[src/rtl/interleave_lane_merger_pkg.sv]
// Shared types for the two-lane interleave splitter/merger pair.
// Latency: n/a (types and constant helpers only).
// Backpressure: n/a.
package interleave_pkg;

  typedef enum logic [1:0] {
    ST_RUN  = 2'd0,
    ST_WAIT = 2'd1,
    ST_ERR  = 2'd2
  } merge_state_e;

  typedef enum logic {
    LANE0 = 1'b0,
    LANE1 = 1'b1
  } lane_e;

  // Width able to hold 0..timeout, never narrower than one bit.
  function automatic int timer_width(input int timeout);
    int w;
    w = $clog2(timeout + 1);
    return (w < 1) ? 1 : w;
  endfunction

endpackage

[src/rtl/interleave_lane_merger_lane_hold_reg.sv]
// One-entry valid-ready hold register for one lane; the consumer pops it explicitly.
// Latency: a word accepted at an edge is visible on hold_valid/hold_data the next cycle.
// Backpressure: in_ready = empty or being popped this cycle, forced low while blocked.
module lane_hold_reg #(
  parameter int DATA_WIDTH = 8
) (
  input  logic                  clk,
  input  logic                  rst,
  input  logic                  clear,
  input  logic [DATA_WIDTH-1:0] in_data,
  input  logic                  in_valid,
  output logic                  in_ready,
  input  logic                  pop,
  input  logic                  blocked,
  output logic                  hold_valid,
  output logic [DATA_WIDTH-1:0] hold_data
);

  logic                  hv_q, hv_d;
  logic [DATA_WIDTH-1:0] hd_q, hd_d;
  logic                  accept;

  // Accept/pop decision: a simultaneous accept and pop replaces the word and stays full.
  always_comb begin
    in_ready = (!hv_q || pop) && !blocked;
    accept   = in_valid && in_ready;
    hv_d     = hv_q;
    hd_d     = hd_q;
    if (accept) begin
      hv_d = 1'b1;
      hd_d = in_data;
    end else if (pop) begin
      hv_d = 1'b0;
    end
  end

  // Hold register; rst and clear both drop any held word.
  always_ff @(posedge clk) begin
    if (rst || clear) begin
      hv_q <= 1'b0;
      hd_q <= '0;
    end else begin
      hv_q <= hv_d;
      hd_q <= hd_d;
    end
  end

  assign hold_valid = hv_q;
  assign hold_data  = hd_q;

endmodule

[src/rtl/interleave_lane_merger.sv]
// Re-merges two half-rate lanes into one stream in strict L0,L1,L0,... order; flags a stuck lane.
// Latency: 1 cycle lane-to-output (output is a combinational mux of the hold registers).
// Backpressure: out_ready low holds the selected word; lane readies fall once their hold is full.
module interleave_lane_merger #(
  parameter int DATA_WIDTH = 8,
  parameter int CNT_WIDTH  = 16,
  parameter int TIMEOUT    = 64
) (
  input  logic                  clk,
  input  logic                  rst,
  input  logic                  clear,
  input  logic [DATA_WIDTH-1:0] lane0_data,
  input  logic                  lane0_valid,
  output logic                  lane0_ready,
  input  logic [DATA_WIDTH-1:0] lane1_data,
  input  logic                  lane1_valid,
  output logic                  lane1_ready,
  output logic [DATA_WIDTH-1:0] out_data,
  output logic                  out_valid,
  input  logic                  out_ready,
  output logic                  out_lane,
  output logic [CNT_WIDTH-1:0]  xfer_count,
  output logic                  err_order
);

  import interleave_pkg::*;

  localparam int TW = timer_width(TIMEOUT);
  localparam logic [TW-1:0] TIMER_LAST = (TIMEOUT == 0) ? '0 : TW'(TIMEOUT - 1);
  localparam logic [TW-1:0] TIMER_MAX  = '1;

  merge_state_e          state_q, state_d;
  lane_e                 sel_q, sel_d;
  logic [TW-1:0]         timer_q, timer_d;
  logic [CNT_WIDTH-1:0]  cnt_q, cnt_d;
  logic                  err_q, err_d;

  logic                  hv0, hv1;
  logic [DATA_WIDTH-1:0] hd0, hd1;
  logic                  hv_sel, hv_oth;
  logic                  xfer, pop0, pop1, blocked;

  lane_hold_reg #(.DATA_WIDTH(DATA_WIDTH)) u_hold0 (
    .clk        (clk),
    .rst        (rst),
    .clear      (clear),
    .in_data    (lane0_data),
    .in_valid   (lane0_valid),
    .in_ready   (lane0_ready),
    .pop        (pop0),
    .blocked    (blocked),
    .hold_valid (hv0),
    .hold_data  (hd0)
  );

  lane_hold_reg #(.DATA_WIDTH(DATA_WIDTH)) u_hold1 (
    .clk        (clk),
    .rst        (rst),
    .clear      (clear),
    .in_data    (lane1_data),
    .in_valid   (lane1_valid),
    .in_ready   (lane1_ready),
    .pop        (pop1),
    .blocked    (blocked),
    .hold_valid (hv1),
    .hold_data  (hd1)
  );

  // State register for the FSM and all merge bookkeeping.
  always_ff @(posedge clk) begin
    if (rst || clear) begin
      state_q <= ST_RUN;
      sel_q   <= LANE0;
      timer_q <= '0;
      cnt_q   <= '0;
      err_q   <= 1'b0;
    end else begin
      state_q <= state_d;
      sel_q   <= sel_d;
      timer_q <= timer_d;
      cnt_q   <= cnt_d;
      err_q   <= err_d;
    end
  end

  // Next state: stall when the expected lane is empty but the other lane already holds a word.
  always_comb begin
    state_d = state_q;
    unique case (state_q)
      ST_RUN: begin
        if (!hv_sel && hv_oth) state_d = ST_WAIT;
      end
      ST_WAIT: begin
        if (hv_sel) begin
          state_d = ST_RUN;
        end else if ((TIMEOUT != 0) && (timer_q == TIMER_LAST)) begin
          state_d = ST_ERR;
        end
      end
      ST_ERR:  state_d = ST_ERR;
      default: state_d = ST_RUN;
    endcase
  end

  // Outputs: lane mux, handshake, pops and the error gating of both readies.
  always_comb begin
    hv_sel    = (sel_q == LANE1) ? hv1 : hv0;
    hv_oth    = (sel_q == LANE1) ? hv0 : hv1;
    out_data  = (sel_q == LANE1) ? hd1 : hd0;
    out_lane  = sel_q;
    blocked   = (state_q == ST_ERR);
    out_valid = hv_sel && !blocked;
    xfer      = out_valid && out_ready;
    pop0      = xfer && (sel_q == LANE0);
    pop1      = xfer && (sel_q == LANE1);
  end

  // Datapath next values: alternate lanes per transfer, count transfers, time the wait.
  always_comb begin
    sel_d   = sel_q;
    cnt_d   = cnt_q;
    timer_d = '0;
    err_d   = (state_d == ST_ERR);
    if (xfer) begin
      sel_d = (sel_q == LANE0) ? LANE1 : LANE0;
      cnt_d = cnt_q + CNT_WIDTH'(1);
    end
    if ((state_q == ST_WAIT) && (state_d != ST_RUN)) begin
      timer_d = (timer_q == TIMER_MAX) ? timer_q : timer_q + TW'(1);
    end
  end

  assign xfer_count = cnt_q;
  assign err_order  = err_q;

endmodule

[config.mk]
export PLATFORM = sky130hd
export DESIGN_NAME = interleave_lane_merger
export DESIGN_NICKNAME = d
export VERILOG_FILES = /design/src/rtl/interleave_lane_merger_pkg.sv /design/src/rtl/interleave_lane_merger_lane_hold_reg.sv /design/src/rtl/interleave_lane_merger.sv
export SDC_FILE = /design/constraint.sdc
export NUM_CORES = 1
export LEC_CHECK = 0
export CAP_MARGIN = 20
export CORE_MARGIN = 1
export CORE_UTILIZATION = 50
export DETAILED_ROUTE_END_ITERATION = 16
export PLACE_DENSITY_LB_ADDON = 0.12
export SLEW_MARGIN = 10
export SYNTH_ARGS = -nofsm -noshare
export SYNTH_HDL_FRONTEND = slang
export SYNTH_HIERARCHICAL = 1
export SYNTH_SLANG_ARGS = --single-unit
[constraint.sdc]
create_clock -name clk -period 2.1 [get_ports clk]
set_input_delay 0.315 -clock clk [delete_from_list [all_inputs] [get_ports clk]]
set_output_delay 0.315 -clock clk [all_outputs]
set_load 0.02 [all_outputs]
# Yosys cells after proc, flatten, opt, wreduce, memory -nomap -nowiden
# Cells that the tools add are included.
# word_totals
ff_bits,45
latch_bits,0
ramBits,0
romBits,0
memories,0
# classes
add_sub_neg,2
multipliers,0
n_div,0
magnitude_cmp,0
n_eq_ne,5
shifts,0
mux,12
bitwise,2
n_reduce_logical,22
# ops
operator,count
16-bit by 1-bit adder with 16-bit output (second input constant),1
1-bit logical AND,10
8-bit 2-to-1 mux,1
7-bit by 1-bit adder with 7-bit output (second input constant),1
7-bit by 6-bit equality test with 1-bit output (second input constant),1
7-bit equality test (second input constant),1
1-bit 2-to-1 mux,7
2-bit 2-to-1 mux,3
2-bit case mux with 3 select lines,1
2-bit nonzero test,3
2-bit equality test (second input constant),2
1-bit logical NOT,4
1-bit logical OR,3
2-bit by 1-bit equality test with 1-bit output (second input constant),1
2-bit logical NOT,1
1-bit inverter,2
2-bit OR reduction,1

# Logic depth before layout (Yosys ltp)
# Gate-level depths: netlist of run 1.
# depth
depth_word,9
mapped_depth,9
ltp_nobuf,6

# Modules after synthesis
# Netlist of run 1, hierarchy kept.
# by_module_without_submodules
mod,instances,cells_each,area_per_inst_um2,seq_area_each_um2
interleave_lane_merger,1,152,1353.8,540.5
lane_hold_reg,2,44,464.2,180.2

# Worst setup path before layout of run 1
# OpenSTA, ideal clock, no wires.
# synth_timing
path_type,reg-to-output
start,register sel_q (netlist: out_lane)
end,output lane0_ready
t_arrival_ns,1.771
t_required_ns,1.785
slack_ns,0.014
stages_incl_launch_ff,8
cell_sequence,dfxtp_1 mux2_4 nand3_2 buf_2 nor2_1 and2b_1 buf_6 nor2_1
# synth_between
elab_chain_len,6
elab_cells_between_ends,7
classes_between,1 x mux; 1 x bitwise; 5 x reduce/logical
# synth_rtl
item,line_no,rtl
from (decl),interleave_lane_merger.sv:33,"lane_e sel_q, sel_d;"
from (signal assigned),interleave_lane_merger.sv:79,sel_q <= sel_d;
1-bit 2-to-1 mux,interleave_lane_merger.sv:107,hv_sel = (sel_q == LANE1) ? hv1 : hv0;
1-bit logical AND,interleave_lane_merger.sv:112,out_valid = hv_sel && !blocked;
1-bit logical AND,interleave_lane_merger.sv:113,xfer = out_valid && out_ready;
1-bit logical AND (*),interleave_lane_merger.sv:114,pop0 = xfer && (sel_q == LANE0);
named net pop0,interleave_lane_merger.sv:41,"logic xfer, pop0, pop1, blocked;"
1-bit logical OR (*),interleave_lane_merger_lane_hold_reg.sv:25,in_ready = (!hv_q || pop) && !blocked;
1-bit logical AND (*),interleave_lane_merger_lane_hold_reg.sv:25,
to (decl),interleave_lane_merger.sv:14,"output logic lane0_ready,"
# Mark *: on every way through the listed nets, which the timed path passes. The rest lies on a longest branch.

# Worst setup path after layout of run 1
# layout_timing
start,register sel_q (netlist: out_lane)
end,output out_valid
# layout_between
elab_chain_len,2
# layout_rtl
item,line_no,rtl
1-bit 2-to-1 mux,interleave_lane_merger.sv:107,
1-bit logical AND,interleave_lane_merger.sv:112,
to (decl),interleave_lane_merger.sv:19,"output logic out_valid,"
# No other way between the ends.

==> impl_metrics.py, run 1 <==
metrics = {
    "run_status": {
        "status": "complete, no violations",
    },
    "placement": {
        "dpl.cell_count": 340,
        "io_buffers": 50,
        "dpl.hpwl_um": 3440,
        "dpl_cell_area_um2": 2870,
        "globalplace.congestion": 0.749,
    },
    "clock_tree": {
        "h-tree-depth": 2,
        "cts_setup_buffers": 0,
        "root_buffer": "clkbuf_8",
        "cts_made_buffers": 5,
        "cts_sinks": 45,
        "clk_latency_ps": 290,
        "hold_buffers": 0,
        "cts_buffer_depth": 2,
        "path_clk_slew_ps": 80,
        "cts_tree": "done",
    },
    "grt": {
        "grt_max_degree": 21,
        "grt_pass1_wl_um": 8240,
        "grt_pass1_vias": 1819,
        "gr-total-overflow": 0,
        "grt_antenna_before_repair": 0,
        "gr-usage-all-layers": 0.210,
    },
    "pwr": {
        "power_density_nw_per_um2": 535,
        "power_leakage_uw": 0.00113,
        "p_total_uw": 1580,
        "vdd_drop_max_mv": 0.334,
    },
    "route": {
        "viasPerCell": 5.69,
        "drt_first_pass_iters": 4,
        "route.detailed.drc": 0,
        "vias": 1981,
        "drtIter0Drc": 70,
        "wl_per_cell_um": 13.8,
        "ant_nets": 0,
        "finalWirelength_um": 4800,
    },
    "cells_and_area": {
        "drive_gt1_frac": 0.233,
        "layout-area-overhead-vs-synth_pct": 29.6,
        "instances_no_fill": 348,
        "num_antenna_cells": 0,
        "nets": 319,
        "fill_cells": 368,
        "utilization": 0.675,
        "stdcell_area_um2": 2960,
    },
    "logic_synthesis": {
        "async_reset_ff_frac": 0,
        "synth_cell_types": 42,
        "synth_seq_cells": 45,
        "netlist_instances": 240,
        "yosysSeqAreaShare": 0.395,
        "synth_area_per_cell_um2": 9.51,
        "synth-main-ff-cell": "dfxtp_1",
        "syn_area_um2": 2280,
        "synth_warnings": 6,
        "syn_nets": 264,
        "synth_edf_count": 0,
    },
    "setup_path": {
        "slowest_delay_ps": 360,
        "critPathMaxFanout": 7,
        "crit_path_top_delay_cell": "dfxtp_1",
        "crit_type": "register to output pin",
        "worstPathArrival_ps": 1600,
        "path_cells": "mux2_4 -> buf_4 -> and2_1 -> dlygate4sd2_1",
        "cp_top_family": "buffers and inverters",
        "critical_path.endpoint_type": "output pin",
        "cp.required_ps": 1780,
        "startpoint_type": "register",
        "path_buf_inv": 2,
    },
    "sta": {
        "rsz0062_at_grt": "no",
        "setup_viol": 0,
        "fin_crit_sh": 0.913,
        "finalHoldViolCount": 0,
        "fin_crit_ps": 1920,
        "tightest_slew_ps": 290,
        "slew_headroom": 0.806,
        "max_freq_ghz": 0.522,
        "finClkSkew_ps": 5.54,
        "drv_slew": 0,
        "tns_ps": 0,
    },
    "job": {
        "timing.max_cap.violations": 0,
    },
    "die": {
        "die_y_um": 69.6,
        "initial_core_util": 0.521,
        "io_pins": 51,
        "dieArea_um2": 4840,
        "rows": 24,
        "fp.dieW_um": 69.6,
        "core-area_um2": 4380,
    },
    "worst_hold_path": {
        "hp-class": "register to register",
    },
}
[cells in the final DEF (no fill, tap or decap), types with 4 or more instances in the layout]
cell,instances
clkdlybuf4s50_1,39
or3_1,4
o31ai_1,7
clkbuf_8,5
dfxtp_1,45
nand2_1,6
buf_4,14
nand4_1,7
inv_1,6
nor2_1,16
a211oi_2,16
o21ai_0,6
mux2_2,8
and4_1,4
xnor2_1,4
a21oi_1,15
dlymetal6s2s_1,8
or4_1,7
o21ai_2,16
nand3_1,20
[power by group]
group | leakage (uW) | switching, uW | internal (uW)
combinational | 0.000729 | 99.0 | 94.0
clock | 0.0000395 | 277 | 237
sequential | 0.000364 | 9.65 | 866
[cell usage after synthesis (4+ instances only)]
library cell	number	area (um^2)
dfxtp_1	45	901
nand3_1	20	100
a211oi_2	16	200
nor2_1	16	60.1
o21ai_2	16	140
a21oi_1	15	75.1
mux2_2	8	90.1
nand4_1	7	43.8
o31ai_1	7	52.6
or4_1	7	52.6
clkbuf_1	6	22.5
inv_1	6	22.5
nand2_1	6	22.5
o21ai_0	6	30.0
buf_2	5	25.0
and4_1	4	35.0
or3_1	4	25.0
xnor2_1	4	35.0
[cells by family after synthesis]
logic type / Yosys count / synth area share
muxes: 11 / 0.0548
and+or+nand+nor: 85 / 0.223
xor gates and xnor gates: 7 / 0.0269
AOI/OAI and AO/OA: 68 / 0.243
adders and majority gates: 2 / 0.0110
buffers and inverters: 22 / 0.0466
DFF: 45 / 0.395
[worst min-delay path: stages, from the launching register on]
cell     delay [ps]
dfxtp_1         320
o31ai_1          60
a21oi_1          60
[flip-flops by register name, indices dropped and copies added, names as in the netlist]
| signal | count |
|---|---|
| xfer_count | 16 |
| u_hold0/hold_data | 8 |
| u_hold1/hold_data | 8 |
| timer_q | 7 |
| state_q | 2 |
| err_order | 1 |
| out_lane | 1 |
| u_hold0/hold_valid | 1 |
| u_hold1/hold_valid | 1 |
[timing repair]
action,4_1_cts,5_1_grt
gates resized for setup,3,12
gates cloned,0,0
endpoints found under the setup margin,3,10
[worst paths after layout]
kind,cells past startpoint,to,slack [ps],startpoint
setup / recovery,4,out_valid,180,out_lane
hold / removal,2,xfer_count[15],480,xfer_count[15]
setup reg to reg,5,timer_q[2],390,out_lane
hold reg to reg,2,xfer_count[15],480,xfer_count[15]
[per-stage QoR]
step                hold WS [ps]  setup slack, ps
floorplan                    455             13.9
global placement             461             -244
detailed placement           470             -218
CTS                          481             15.7
global route                 507              111
finish                       481              183
[layout make-up]
cell class	count	area, um^2	share of cell area
flip-flops and latches	45	901	0.305
inverters	6	22.5	0.00761
multi-input cells	173	1270	0.431
well taps	52	65.1	0.0220
clock buffers	8	80.1	0.0271
repair buffers	64	614	0.208
[per-layer routing]
metal	share of wire	vias up	GRT usage
li1	-	1003	-
met5	0	-	0
met3	0.034	4	0.0465
met2	0.51	40	0.378
met1	0.45	934	0.253
met4	0.0048	0	0.0476
(Power assumes the default switching activity.)
==> run 2: changes to the inputs <==
CORE_UTILIZATION = 52   (was 50)
GPL_ROUTABILITY_DRIVEN = 1   (was default)
clock period = 2.3 ns   (was 2.1 ns; I/O delays follow)
==> run 2 against run 1 <==
  * Wire length up 1.7%
  * Hold slack improved by 3.2 ps
  * Critical path depth grew 2
  * Sequential power shrank 8.6%
  * Setup slack got worse by 24 ps
  * Non-clock buffer count decreased by 3
  * Power is 8.6% lower
  * Register-to-register slack improved by 150 ps
==> impl_metrics.py, run 2 (synthesis gave the netlist of run 1 again) <==
metrics = {
    "sta": {
        "setup_viol": 0,
        "hold_slack_ps": 484,
        "finalHoldViolCount": 0,
        "drv_slew": 0,
        "tightest_slew_ps": 505,
        "max_freq_ghz": 0.467,
        "fin_crit_sh": 0.931,
        "rsz0062_at_grt": "no",
        "fin_crit_ps": 2140,
        "tns_ps": 0,
        "finClkSkew_ps": 7.93,
        "slew_headroom": 0.663,
    },
    "cells_and_area": {
        "fill_cells": 346,
        "largest_reg_flops": 16,
        "layout-area-overhead-vs-synth_pct": 28.2,
        "instances_no_fill": 343,
        "stdcell_area_um2": 2930,
        "seq_area_um2": 901,
        "nets": 316,
        "multi_input_area_um2": 1270,
        "final_cell_mix": "48 x clkdlybuf4s50_1, 45 x dfxtp_1, 20 x nand3_1",
        "layout_commonest_cell": "clkdlybuf4s50_1",
        "drive_gt1_frac": 0.222,
        "num_antenna_cells": 0,
    },
    "run_status": {
        "status": "complete, no violations",
    },
    "grt": {
        "grt_antenna_before_repair": 0,
        "grt_pass1_wl_um": 8220,
        "gr-total-overflow": 0,
        "grt_max_degree": 21,
        "gr-usage-all-layers": 0.237,
        "grt_pass1_vias": 1858,
    },
    "clock_tree": {
        "cts_buffer_depth": 2,
        "clk_latency_ps": 300,
        "path_clk_slew_ps": 70,
        "hold_buffers": 0,
        "cts_sinks": 45,
        "cts_setup_buffers": 0,
        "root_buffer": "clkbuf_8",
        "h-tree-depth": 2,
        "cts_made_buffers": 5,
        "cts_tree": "done",
    },
    "worst_hold_path": {
        "hp-class": "register to register",
        "hp-start": "u_hold1/hold_data[5]",
    },
    "setup_path": {
        "worstPathArrival_ps": 1800,
        "startpoint_type": "register",
        "rr_startpoint": "xfer_count[0]",
        "critPathMaxFanout": 8,
        "critPathLaunch": "u_hold1/hold_valid",
        "crit_type": "register to output pin",
        "cp.required_ps": 1960,
        "critical_path.endpoint_type": "output pin",
    },
    "route": {
        "drtIter0Drc": 96,
        "route.detailed.drc": 0,
        "drt_first_pass_iters": 4,
        "viasPerCell": 5.77,
        "ant_nets": 0,
        "wl_per_cell_um": 14.2,
        "finalWirelength_um": 4880,
        "vias": 1980,
    },
    "die": {
        "core-area_um2": 4120,
        "die_y_um": 68.3,
        "rows": 23,
        "io_pins": 51,
        "dieArea_um2": 4660,
        "initial_core_util": 0.555,
        "fp.dieW_um": 68.3,
    },
    "job": {
        "timing.max_cap.violations": 0,
    },
    "placement": {
        "globalplace.congestion": 0.781,
        "io_buffers": 50,
        "dpl.hpwl_um": 3550,
        "dpl_cell_area_um2": 2840,
        "dpl.cell_count": 335,
    },
    "pwr": {
        "power_density_nw_per_um2": 494,
        "vdd_drop_max_mv": 0.317,
        "power_leakage_uw": 0.000971,
    },
}
==> run 2: cell types whose count changed in the layout (fill, tap and decap cells not counted), moves of 2 or more <==
cell and delta:
dlymetal6s2s_1 -8, clkdlybuf4s50_1 +9, buf_4 -3, clkbuf_2 -2
==> run 2: repair_timing <==
action	4_1_cts	5_1_grt
resized for setup	2	1
cloned	0	0
endpoints found under the setup margin	2	1
==> run 2: final timing paths <==
| path | endpoint | slack [ps] | depth (start not counted) |
|---|---|---|---|
| worst max-delay path | lane1_ready | 160 | 6 |
| worst min-delay path | u_hold1/hold_data[5] | 480 | 2 |
| worst max register to register | xfer_count[12] | 540 | 5 |
| worst min register to register | u_hold1/hold_data[5] | 480 | 2 |
==> run 2: worst max-delay path, stage by stage (launching register included) <==
cell           delay (ps)
dfxtp_1               400
mux2_4                240
nand3_2               120
nor2_1                120
and2b_1               200
nor2_1                 90
dlygate4sd2_1         340
==> run 2: cell type report <==
class | count | share of cell area
Multi-Input combinational cell | 173 | 0.436
Clock inverter | 1 | 0.00257
Tap cell | 50 | 0.0214
Timing Repair Buffer | 61 | 0.199
Inverter | 6 | 0.00770
Clock buffer | 7 | 0.0261
Sequential cell | 45 | 0.308
==> run 2: metal layers <==
| metal | GRT usage | vias to the layer above | part of all wire |
|---|---|---|---|
| met3 | 0.0450 | 9 | 0.043 |
| met4 | 0.104 | 0 | 0.019 |
| met1 | 0.288 | 926 | 0.46 |
| met2 | 0.401 | 51 | 0.48 |
| li1 | - | 994 | - |
| met5 | 0 | - | 0 |
==> run 2: metrics by stage <==
| stage | total power [uW] | setup WS (ps) | utilization |
|---|---|---|---|
| CTS | 1460 | 122 | 0.711 |
| global route | 1500 | 14.1 | 0.711 |
| floorplan | 918 | 184 | - |
| detailed placement | 992 | -65.1 | 0.691 |
| finish | 1450 | 158 | 0.711 |
| global placement | 990 | -47.2 | 0.691 |
==> run 2: report_power, final <==
part / internal (uW) / switching, uW / leakage, uW / total, uW
Clock: 215 / 258 / 0.0000385 / 473
Sequential: 790 / 9.45 / 0.000364 / 800
Combinational: 84.4 / 88.8 / 0.000569 / 173
Total: 1090 / 356 / 0.000971 / 1450
